--- src/rtl/trace_dumper.sv ---
`default_nettype none
// ============================================================================
// Module   : trace_dumper
// Purpose  : Reads trace buffer entries over a split-memory master port and
//            streams each one as a little-endian byte record.
//            Define TRACE_DUMP_CHK_EN to append an XOR checksum byte.
// Revision : 1.0
// ============================================================================
module trace_dumper #(
    parameter int CAPACITY = 256,
    localparam int IDX_W = $clog2(CAPACITY)
) (
    input  logic             clk,
    input  logic             rst_n,
    input  logic             dump_start_i,
    input  logic [IDX_W:0]   entry_cnt_i,
    output logic             busy_o,
    output logic             done_o,
    output logic             trace_req_o,
    input  logic             trace_ack_i,
    output logic [31:0]      trace_addr_o,
    output logic             trace_we_o,
    output logic [31:0]      trace_wdata_o,
    input  logic [31:0]      trace_rdata_i,
    output logic [7:0]       tx_data_o,
    output logic             tx_valid_o,
    input  logic             tx_ready_i
);

    localparam logic [IDX_W:0] c_CAP = (IDX_W+1)'(CAPACITY);
`ifdef TRACE_DUMP_CHK_EN
    localparam logic [3:0] c_LAST_BYTE = 4'd9;
`else
    localparam logic [3:0] c_LAST_BYTE = 4'd8;
`endif

    typedef enum logic [2:0] {
        S_IDLE   = 3'd0,
        S_RD_REQ = 3'd1,
        S_RD_CAP = 3'd2,
        S_SEND   = 3'd3,
        S_DONE   = 3'd4
    } state_t;

    state_t           r_state;
    state_t           w_next;
    logic [IDX_W:0]   r_cnt;
    logic [IDX_W:0]   r_idx;
    logic [1:0]       r_f;
    logic [3:0]       r_b;
    logic [31:0]      r_addr_fld;
    logic [31:0]      r_data_fld;
    logic             r_we_fld;

    logic [IDX_W:0]   w_cnt_clamp;
    logic [IDX_W:0]   w_idx_inc;
    logic             w_last_entry;
    logic             w_byte_done;
    logic [7:0]       w_byte;

    assign w_cnt_clamp  = (entry_cnt_i > c_CAP) ? c_CAP : entry_cnt_i;
    assign w_idx_inc    = r_idx + 1'b1;
    assign w_last_entry = (w_idx_inc == r_cnt);
    assign w_byte_done  = tx_ready_i && (r_b == c_LAST_BYTE);

    assign trace_we_o    = 1'b0;
    assign trace_wdata_o = 32'h0000_0000;

`ifdef TRACE_DUMP_CHK_EN
    logic [7:0] w_chk;
    assign w_chk = r_addr_fld[7:0]   ^ r_addr_fld[15:8] ^
                   r_addr_fld[23:16] ^ r_addr_fld[31:24] ^
                   r_data_fld[7:0]   ^ r_data_fld[15:8] ^
                   r_data_fld[23:16] ^ r_data_fld[31:24] ^
                   {7'b0, r_we_fld};
`endif

    always_comb begin
        w_byte = 8'h00;
        case (r_b)
            4'd0:    w_byte = r_addr_fld[7:0];
            4'd1:    w_byte = r_addr_fld[15:8];
            4'd2:    w_byte = r_addr_fld[23:16];
            4'd3:    w_byte = r_addr_fld[31:24];
            4'd4:    w_byte = r_data_fld[7:0];
            4'd5:    w_byte = r_data_fld[15:8];
            4'd6:    w_byte = r_data_fld[23:16];
            4'd7:    w_byte = r_data_fld[31:24];
            4'd8:    w_byte = {7'b0, r_we_fld};
`ifdef TRACE_DUMP_CHK_EN
            4'd9:    w_byte = w_chk;
`endif
            default: w_byte = 8'h00;
        endcase
    end

    always_ff @(posedge clk or negedge rst_n) begin
        if (!rst_n) begin
            r_state <= S_IDLE;
        end else begin
            r_state <= w_next;
        end
    end

    always_comb begin
        w_next       = r_state;
        busy_o       = (r_state != S_IDLE);
        done_o       = 1'b0;
        trace_req_o  = 1'b0;
        trace_addr_o = 32'h0000_0000;
        tx_valid_o   = 1'b0;
        tx_data_o    = 8'h00;
        case (r_state)
            S_IDLE: begin
                if (dump_start_i) begin
                    w_next = (w_cnt_clamp == '0) ? S_DONE : S_RD_REQ;
                end
            end
            S_RD_REQ: begin
                trace_req_o  = 1'b1;
                trace_addr_o = {{(30-IDX_W){1'b0}}, r_idx[IDX_W-1:0], r_f};
                if (trace_ack_i) begin
                    w_next = S_RD_CAP;
                end
            end
            S_RD_CAP: begin
                w_next = (r_f == 2'd2) ? S_SEND : S_RD_REQ;
            end
            S_SEND: begin
                tx_valid_o = 1'b1;
                tx_data_o  = w_byte;
                if (w_byte_done) begin
                    w_next = w_last_entry ? S_DONE : S_RD_REQ;
                end
            end
            S_DONE: begin
                done_o = 1'b1;
                w_next = S_IDLE;
            end
            default: w_next = S_IDLE;
        endcase
    end

    // idx carries one extra bit so a full-capacity dump ends without wrapping.
    always_ff @(posedge clk or negedge rst_n) begin
        if (!rst_n) begin
            r_cnt      <= '0;
            r_idx      <= '0;
            r_f        <= 2'd0;
            r_b        <= 4'd0;
            r_addr_fld <= 32'h0000_0000;
            r_data_fld <= 32'h0000_0000;
            r_we_fld   <= 1'b0;
        end else begin
            case (r_state)
                S_IDLE: begin
                    if (dump_start_i) begin
                        r_cnt <= w_cnt_clamp;
                        r_idx <= '0;
                        r_f   <= 2'd0;
                    end
                end
                S_RD_CAP: begin
                    case (r_f)
                        2'd0:    r_addr_fld <= trace_rdata_i;
                        2'd1:    r_data_fld <= trace_rdata_i;
                        default: r_we_fld   <= trace_rdata_i[0];
                    endcase
                    if (r_f == 2'd2) begin
                        r_b <= 4'd0;
                    end else begin
                        r_f <= r_f + 2'd1;
                    end
                end
                S_SEND: begin
                    if (tx_ready_i) begin
                        if (r_b == c_LAST_BYTE) begin
                            r_b <= 4'd0;
                            if (!w_last_entry) begin
                                r_idx <= w_idx_inc;
                                r_f   <= 2'd0;
                            end
                        end else begin
                            r_b <= r_b + 4'd1;
                        end
                    end
                end
                default: ;
            endcase
        end
    end

endmodule
`default_nettype wire

--- config.mk ---
export PLATFORM = sky130hd
export DESIGN_NAME = trace_dumper
export DESIGN_NICKNAME = d
export VERILOG_FILES = /design/src/rtl/trace_dumper.sv
export SDC_FILE = /design/constraint.sdc
export NUM_CORES = 1
export LEC_CHECK = 0
export CAP_MARGIN = 10
export CORE_UTILIZATION = 51
export DETAILED_ROUTE_END_ITERATION = 6
export PLACE_DENSITY = 0.82
export SYNTH_ARGS = -nofsm -noshare
export SYNTH_HDL_FRONTEND = slang
export SYNTH_SLANG_ARGS = --single-unit
--- constraint.sdc ---
create_clock -name clk -period 2.6 [get_ports clk]
set_clock_uncertainty 0.1 [all_clocks]
set_input_delay 0.39 -clock clk [delete_from_list [all_inputs] [get_ports clk]]
set_output_delay 0.39 -clock clk [all_outputs]
set_load 0.1 [all_outputs]
==> impl_metrics.yaml, run 1 <==
flow_run:
  cap_viol_max_count: 0
finish:
  postLayoutCellArea_mm2: 0.00670
  layout_commonest_cell: "sky130_fd_sc_hd__dfrtp_1"
  post_route_cells_drive_above_1_share_pct: 33.3
  post_layout_nonfiller_instances: 710
  fin_nets: 626
  leading_cell_types_in_the_layout_fill_and_taps_excluded: "sky130_fd_sc_hd__dfrtp_1, sky130_fd_sc_hd__mux2_2, sky130_fd_sc_hd__conb_1"
  num_antenna_cells: 0
  flow.area_growth_from_synthesis_pct: 27.4
drt:
  total_wirelength_um: 12500
  detail_route.first_pass.iterations: 6
  via_count: 4054
  avg_vias_per_cell: 5.71
  post-route-drc-count: 0
  initialDrtViolationCount: 258
  detail_route.wl_per_cell_um: 17.7
  drt.antenna.violating_nets: 0
grt:
  grt_antenna_before_repair: 0
  grt.total_usage_pct: 24.0
  grt_first_pass_wirelength_um: 20500
  globalRouteOverflowTotal: 0
  grt_start_max_net_pins: 51
  number_of_global_route_vias_before_repair: 4231
cts:
  h-tree-depth: 3
  ctsLongestPathBuffers: 2
  cts_tree: "yes"
  reg_clk_slew_reported_paths_ps: 100
  clockRootBuffer: "sky130_fd_sc_hd__clkbuf_8"
  cts.sinks: 92
  clkLatencyLatePin_ps: 370
  cts_buffers: 9
setup_path:
  reg2reg_slack_ps: 130
  worstReg2RegStart: "r_state[0]"
  critical_path_peak_fanout: 6
  worst-endpoint-required_ps: 2110
  cp-start-kind: "register"
  cell_depth_of_the_worst_flop_to_flop_path: 7
  worst-setup-path-type: "register to output pin"
  crit_arrival_ps: 2120
  crit_path_end_kind: "output pin"
  reg2reg_to: "r_b[3]"
synth:
  ys.flop_type: "sky130_fd_sc_hd__dfrtp_1"
  register_bit_count_reported_by_yosys: 92
  synth-edff-count: 0
  synth_sequential_area_ratio_pct: 43.8
  syn_area_per_cell_um2: 10.7
  synth_top_cells_by_area: "sky130_fd_sc_hd__dfrtp_1, sky130_fd_sc_hd__mux2_2, sky130_fd_sc_hd__buf_4, sky130_fd_sc_hd__a22oi_1, sky130_fd_sc_hd__nand2_1"
  synth_largest_area_cell: "sky130_fd_sc_hd__dfrtp_1"
  synth_cell_types: 62
  netlist_area_mm2: 0.00526
  netlist.area_leader.share_pct: 43.8
  synthCells: 493
  ys_warn_count: 0
  postSynth.asyncResetShare_pct: 100
timing:
  layout_worst_path_cycle_share_pct: 100
  finalMaxSlewViolations: 0
  tightest_slew_ps: 693
  hold_violations: 0
  timing.max_slew.rel_slack_pct: 53.8
  finalHoldWorstSlack_ps: 401
  rsz_0062_raised_after_global_routing: "yes"
  fin_ws_ps: -12.4
  final.min_clock_period_ps: 2610
  max_clock_freq_ghz: 0.383
  setup_violations: 2
outcome:
  failed_checks: "setup timing"
  status: "finished with violations"
placement:
  port_buffers: 67
  post-dp-hpwl_um: 8540
  dpl_cell_area_mm2: 0.00623
  gp_congestion: 0.864
  dp_cells: 682
floorplan:
  floorplan.die_area_mm2: 0.0107
  io_pins: 123
  design.core.area_mm2: 0.00986
  die_height_um: 104
  placementRows: 36
  initial_utilization_pct: 53.3
  die_width_um: 104
pwr:
  p_total_mw: 8.45
  peakVddDrop_mv: 0.923
  leakage_nw: 2.82
  cellPowerDensity_mw_per_mm2: 1260
hold_path:
  min-delay-path-class: "register to register"
  worst_hold_startpoint: "r_data_fld[12]"
  destination_of_the_worst_hold_path: "r_data_fld[12]"
  whs_path_depth: 1
[flip-flops by register name, summed over array words and instances (netlist names)]
name,cells
r_addr_fld,32
r_data_fld,32
r_cnt,9
r_idx,9
r_b,4
r_state,3
r_f,2
r_we_fld,1
[how the worst max path moves through the flow]
stage / startpoint / endpoint / depth (start not counted) / slack [ps]
5_1_grt: r_b[1] / tx_data_o[0] / 8 / -70
4_1_cts: r_b[1] / tx_data_o[4] / 7 / -10
3_3_place_gp: r_idx[1] / r_state[0] / 8 / 170
2_1_floorplan: r_b[0] / tx_data_o[1] / 8 / -520
3_5_place_dp: r_idx[1] / r_state[0] / 8 / 50
6_report: r_b[0] / tx_data_o[4] / 7 / -10
[synth_stat cells, types with 3 or more instances]
library cell and n:
sky130_fd_sc_hd__nand2_1 33, sky130_fd_sc_hd__mux2_1 8, sky130_fd_sc_hd__nor2_1 20, sky130_fd_sc_hd__nor3_1 8
sky130_fd_sc_hd__buf_4 56, sky130_fd_sc_hd__nand4_1 4, sky130_fd_sc_hd__buf_6 4, sky130_fd_sc_hd__clkbuf_1 16
sky130_fd_sc_hd__o311ai_1 4, sky130_fd_sc_hd__dfrtp_1 92, sky130_fd_sc_hd__xor2_1 4, sky130_fd_sc_hd__a22oi_1 19
sky130_fd_sc_hd__nand2b_1 11, sky130_fd_sc_hd__a221oi_1 5, sky130_fd_sc_hd__inv_1 11, sky130_fd_sc_hd__a31oi_1 3
sky130_fd_sc_hd__buf_1 8, sky130_fd_sc_hd__ha_1 8, sky130_fd_sc_hd__nor4_1 6, sky130_fd_sc_hd__mux2_2 67
sky130_fd_sc_hd__o21ai_0 18, sky130_fd_sc_hd__a2bb2oi_1 3, sky130_fd_sc_hd__nand3_1 8, sky130_fd_sc_hd__and2_1 7
sky130_fd_sc_hd__a21oi_1 18, sky130_fd_sc_hd__xnor2_1 3, sky130_fd_sc_hd__a211oi_1 3, sky130_fd_sc_hd__and3_1 3
[per-stage QoR]
step | util, % | TNS [ps] | setup WS, ps
floorplan | - | -2830 | -525
global placement | 63.1 | 0 | 170
detailed placement | 63.1 | 0 | 50.1
CTS | 66.3 | -19.8 | -13.2
global route | 67.9 | -342 | -65.5
finish | 67.9 | -19.9 | -12.4
[kinds of logic after synthesis]
| logic type | share of synthesized area [%] |
|---|---|
| AO/OA/AOI/OAI | 13.3 |
| buffers and inverters | 11.7 |
| multiplexers | 16.4 |
| other | 0.0713 |
| XOR/XNOR | 1.78 |
| adder cells (fa/ha/maj) | 1.90 |
| AND/OR/NAND/NOR | 11.1 |
| flip-flops | 43.8 |
[layout make-up]
| class | count | area, um^2 |
|---|---|---|
| Fill cell | 689 | 3160 |
| Multi-Input combinational cell | 359 | 2810 |
| Inverter | 11 | 41.3 |
| Timing Repair Buffer | 99 | 1170 |
| Tap cell | 133 | 166 |
| Clock buffer | 9 | 124 |
| Sequential cell | 92 | 2300 |
| Clock inverter | 7 | 82.6 |
[power by group]
group / switching, mW / total [mW] / internal [mW]
Clock: 0.558 / 1.02 / 0.461
Sequential: 0.516 / 2.62 / 2.10
Combinational: 2.86 / 4.81 / 1.95
Total: 3.93 / 8.45 / 4.51
[worst max-delay path, cell delays in order, from the launching register on]
cell                      delay [ps]
sky130_fd_sc_hd__dfrtp_2         460
sky130_fd_sc_hd__inv_2           140
sky130_fd_sc_hd__ha_4            190
sky130_fd_sc_hd__inv_1            70
sky130_fd_sc_hd__a211o_4         410
sky130_fd_sc_hd__buf_4           180
sky130_fd_sc_hd__nor2_4          120
sky130_fd_sc_hd__buf_12          180
[layer usage]
layer	vias up	track usage, %	share of wire [%]
met5	-	0	0
li1	1814	-	-
met4	0	11.9	2.9
met3	38	5.66	6.3
met2	197	40.8	51
met1	2005	28.4	40
[what timing repair did]
item                                    CTS  global route
buffers inserted                          4             5
endpoints found under the setup margin    8            16
hold buffers                              1             0
cloned                                    1             1
pin swaps                                 2            11
resized for setup                        14            27
hold endpoints to repair                 42             0
(Power assumes the default switching activity.)
==> inputs of run 2 (changes only) <==
CORE_MARGIN = 2   (was default)
==> run 2 against run 1 <==
Against the previous run:
- the flow now finishes without violations
- wire length fell by 5.6%
- largest power group unchanged
- clock power fell by 9%
- sequential share of layout area rose by 0.49 points
- non-clock buffer count fell by 5
- global-route usage fell by 2.4 points
==> impl_metrics.yaml, run 2 (same netlist as run 1, synthesis figures left out) <==
outcome:
  status: "finished clean"
floorplan:
  io_pins: 123
  die_width_um: 106
  design.core.area_mm2: 0.0102
  die_height_um: 106
  placementRows: 37
  initial_utilization_pct: 51.7
  floorplan.die_area_mm2: 0.0111
grt:
  grt_util_met3_pct: 4.14
  grt_first_pass_wirelength_um: 19400
  number_of_global_route_vias_before_repair: 3954
  grtUsageMet2_pct: 37.4
  grt.total_usage_pct: 21.5
  globalRoute.busiestLayer: "met2"
  globalRouteOverflowTotal: 0
  use_met1_pct: 27.2
  grt_antenna_before_repair: 0
  grt_start_max_net_pins: 57
pwr:
  p_total_mw: 8.24
  leakage_nw: 2.77
  peakVddDrop_mv: 1.00
  cellPowerDensity_mw_per_mm2: 1250
finish:
  postLayoutCellArea_mm2: 0.00660
  post_route_cells_drive_above_1_share_pct: 31.3
  num_antenna_cells: 0
  fin_nets: 620
  top_regs: "r_addr_fld x32, r_data_fld x32"
  layout.area.seq_mm2: 0.00230
  flow.area_growth_from_synthesis_pct: 25.5
  leading_cell_types_in_the_layout_fill_and_taps_excluded: "sky130_fd_sc_hd__dfrtp_1, sky130_fd_sc_hd__mux2_2, sky130_fd_sc_hd__conb_1"
  nFillCells: 755
  layout_commonest_cell: "sky130_fd_sc_hd__dfrtp_1"
  multi_input_area_mm2: 0.00276
drt:
  via_count: 3888
  initialDrtViolationCount: 323
  drt.antenna.violating_nets: 0
  total_wirelength_um: 11800
  avg_vias_per_cell: 5.50
  detail_route.wl_per_cell_um: 16.8
  detail_route.first_pass.iterations: 4
  post-route-drc-count: 0
placement:
  post-place-ws_ps: 102
  post-dp-hpwl_um: 8480
  port_buffers: 67
  dpl_cell_area_mm2: 0.00627
  gp_congestion: 0.866
cts:
  clkLatencyLatePin_ps: 350
  cts.sinks: 92
  ctsLongestPathBuffers: 2
  cts_buffers: 9
  h-tree-depth: 3
  clockRootBuffer: "sky130_fd_sc_hd__clkbuf_8"
  reg_clk_slew_reported_paths_ps: 100
  cts_tree: "yes"
timing:
  finalHoldWorstSlack_ps: 404
  hold_violations: 0
  rsz_0062_raised_after_global_routing: "yes"
  timing.max_slew.rel_slack_pct: 52.0
  setup_violations: 0
  layout_worst_path_cycle_share_pct: 98.2
  final.min_clock_period_ps: 2550
  tightest_slew_ps: 721
  max_clock_freq_ghz: 0.392
  fin_ws_ps: 46.9
  finalMaxSlewViolations: 0
setup_path:
  worst-endpoint-required_ps: 2110
  worstReg2RegStart: "r_idx[1]"
  cp-startpoint: "r_b[1]"
  worst-setup-path-type: "register to output pin"
  critical_path_peak_fanout: 6
  reg2reg_slack_ps: 160
  crit_path_end_kind: "output pin"
  cp-start-kind: "register"
  crit_arrival_ps: 2060
hold_path:
  worst_hold_startpoint: "r_data_fld[14]"
  min-delay-path-class: "register to register"
flow_run:
  cap_viol_max_count: 0
run 2: changes by cell type in the layout (fill, tap and decap cells not counted), sizes merged:
| cell | previous run | this run |
|---|---|---|
| buf | 53 | 49 |
| bufinv | 1 | 0 |
| clkbuf | 10 | 9 |
| inv | 14 | 15 |
| o211a | 3 | 2 |
run 2: critical path, stage by stage (launching register included):
cell and delay, ps:
sky130_fd_sc_hd__dfrtp_2 470, sky130_fd_sc_hd__inv_2 110, sky130_fd_sc_hd__ha_4 180, sky130_fd_sc_hd__nor3_1 80, sky130_fd_sc_hd__a211o_4 390, sky130_fd_sc_hd__buf_4 170, sky130_fd_sc_hd__nor2_4 120, sky130_fd_sc_hd__buf_12 180
run 2: path summary, 6_finish.rpt:
check                                       to  cells past startpoint
min in group asynchronous               r_f[1]                      2
worst min-delay path            r_data_fld[14]                      1
worst max register to register      r_state[2]                      8
max in group asynchronous       r_data_fld[13]                      3
worst min register to register  r_data_fld[14]                      1
worst max-delay path              tx_data_o[5]                      7
run 2: per-layer routing:
metal	up-vias	routed length, um
met4	0	148
met1	1930	4980
met5	-	0
met2	143	6090
met3	13	631
li1	1802	-
run 2: cell type report:
cell class	instances	share of cell area (%)
multi-input combinational	358	41.8
sequential	92	34.9
timing repair buffer	94	17.3
tap	136	2.58
clock buffer	9	1.88
clock inverter	7	0.985
inverter	11	0.625
run 2: report_power, final:
| group | switching, mW | leakage, nW | internal (mW) |
|---|---|---|---|
| Combinational | 2.78 | 1.56 | 1.94 |
| Sequential | 0.490 | 1.12 | 2.10 |
| Clock | 0.557 | 0.0943 | 0.372 |
| Total | 3.83 | 2.77 | 4.41 |
run 2: repair_timing:
| item | in CTS | in global routing |
|---|---|---|
| gates cloned | 0 | 0 |
| endpoints found under the setup margin | 7 | 16 |
| pin swaps | 1 | 3 |
| gates resized for setup | 11 | 16 |
| hold buffers | 1 | 0 |
| buffers inserted | 2 | 1 |
| hold endpoints to repair | 21 | 0 |
run 2: through the flow:
step | utilization, % | setup TNS [ps] | std cells
detailed placement | 61.6 | 0 | 687
finish | 64.8 | 0 | 707
CTS | 64.1 | 0 | 706
global placement | 61.6 | 0 | 687
floorplan | - | -2830 | 547
global route | 64.8 | -205 | 707
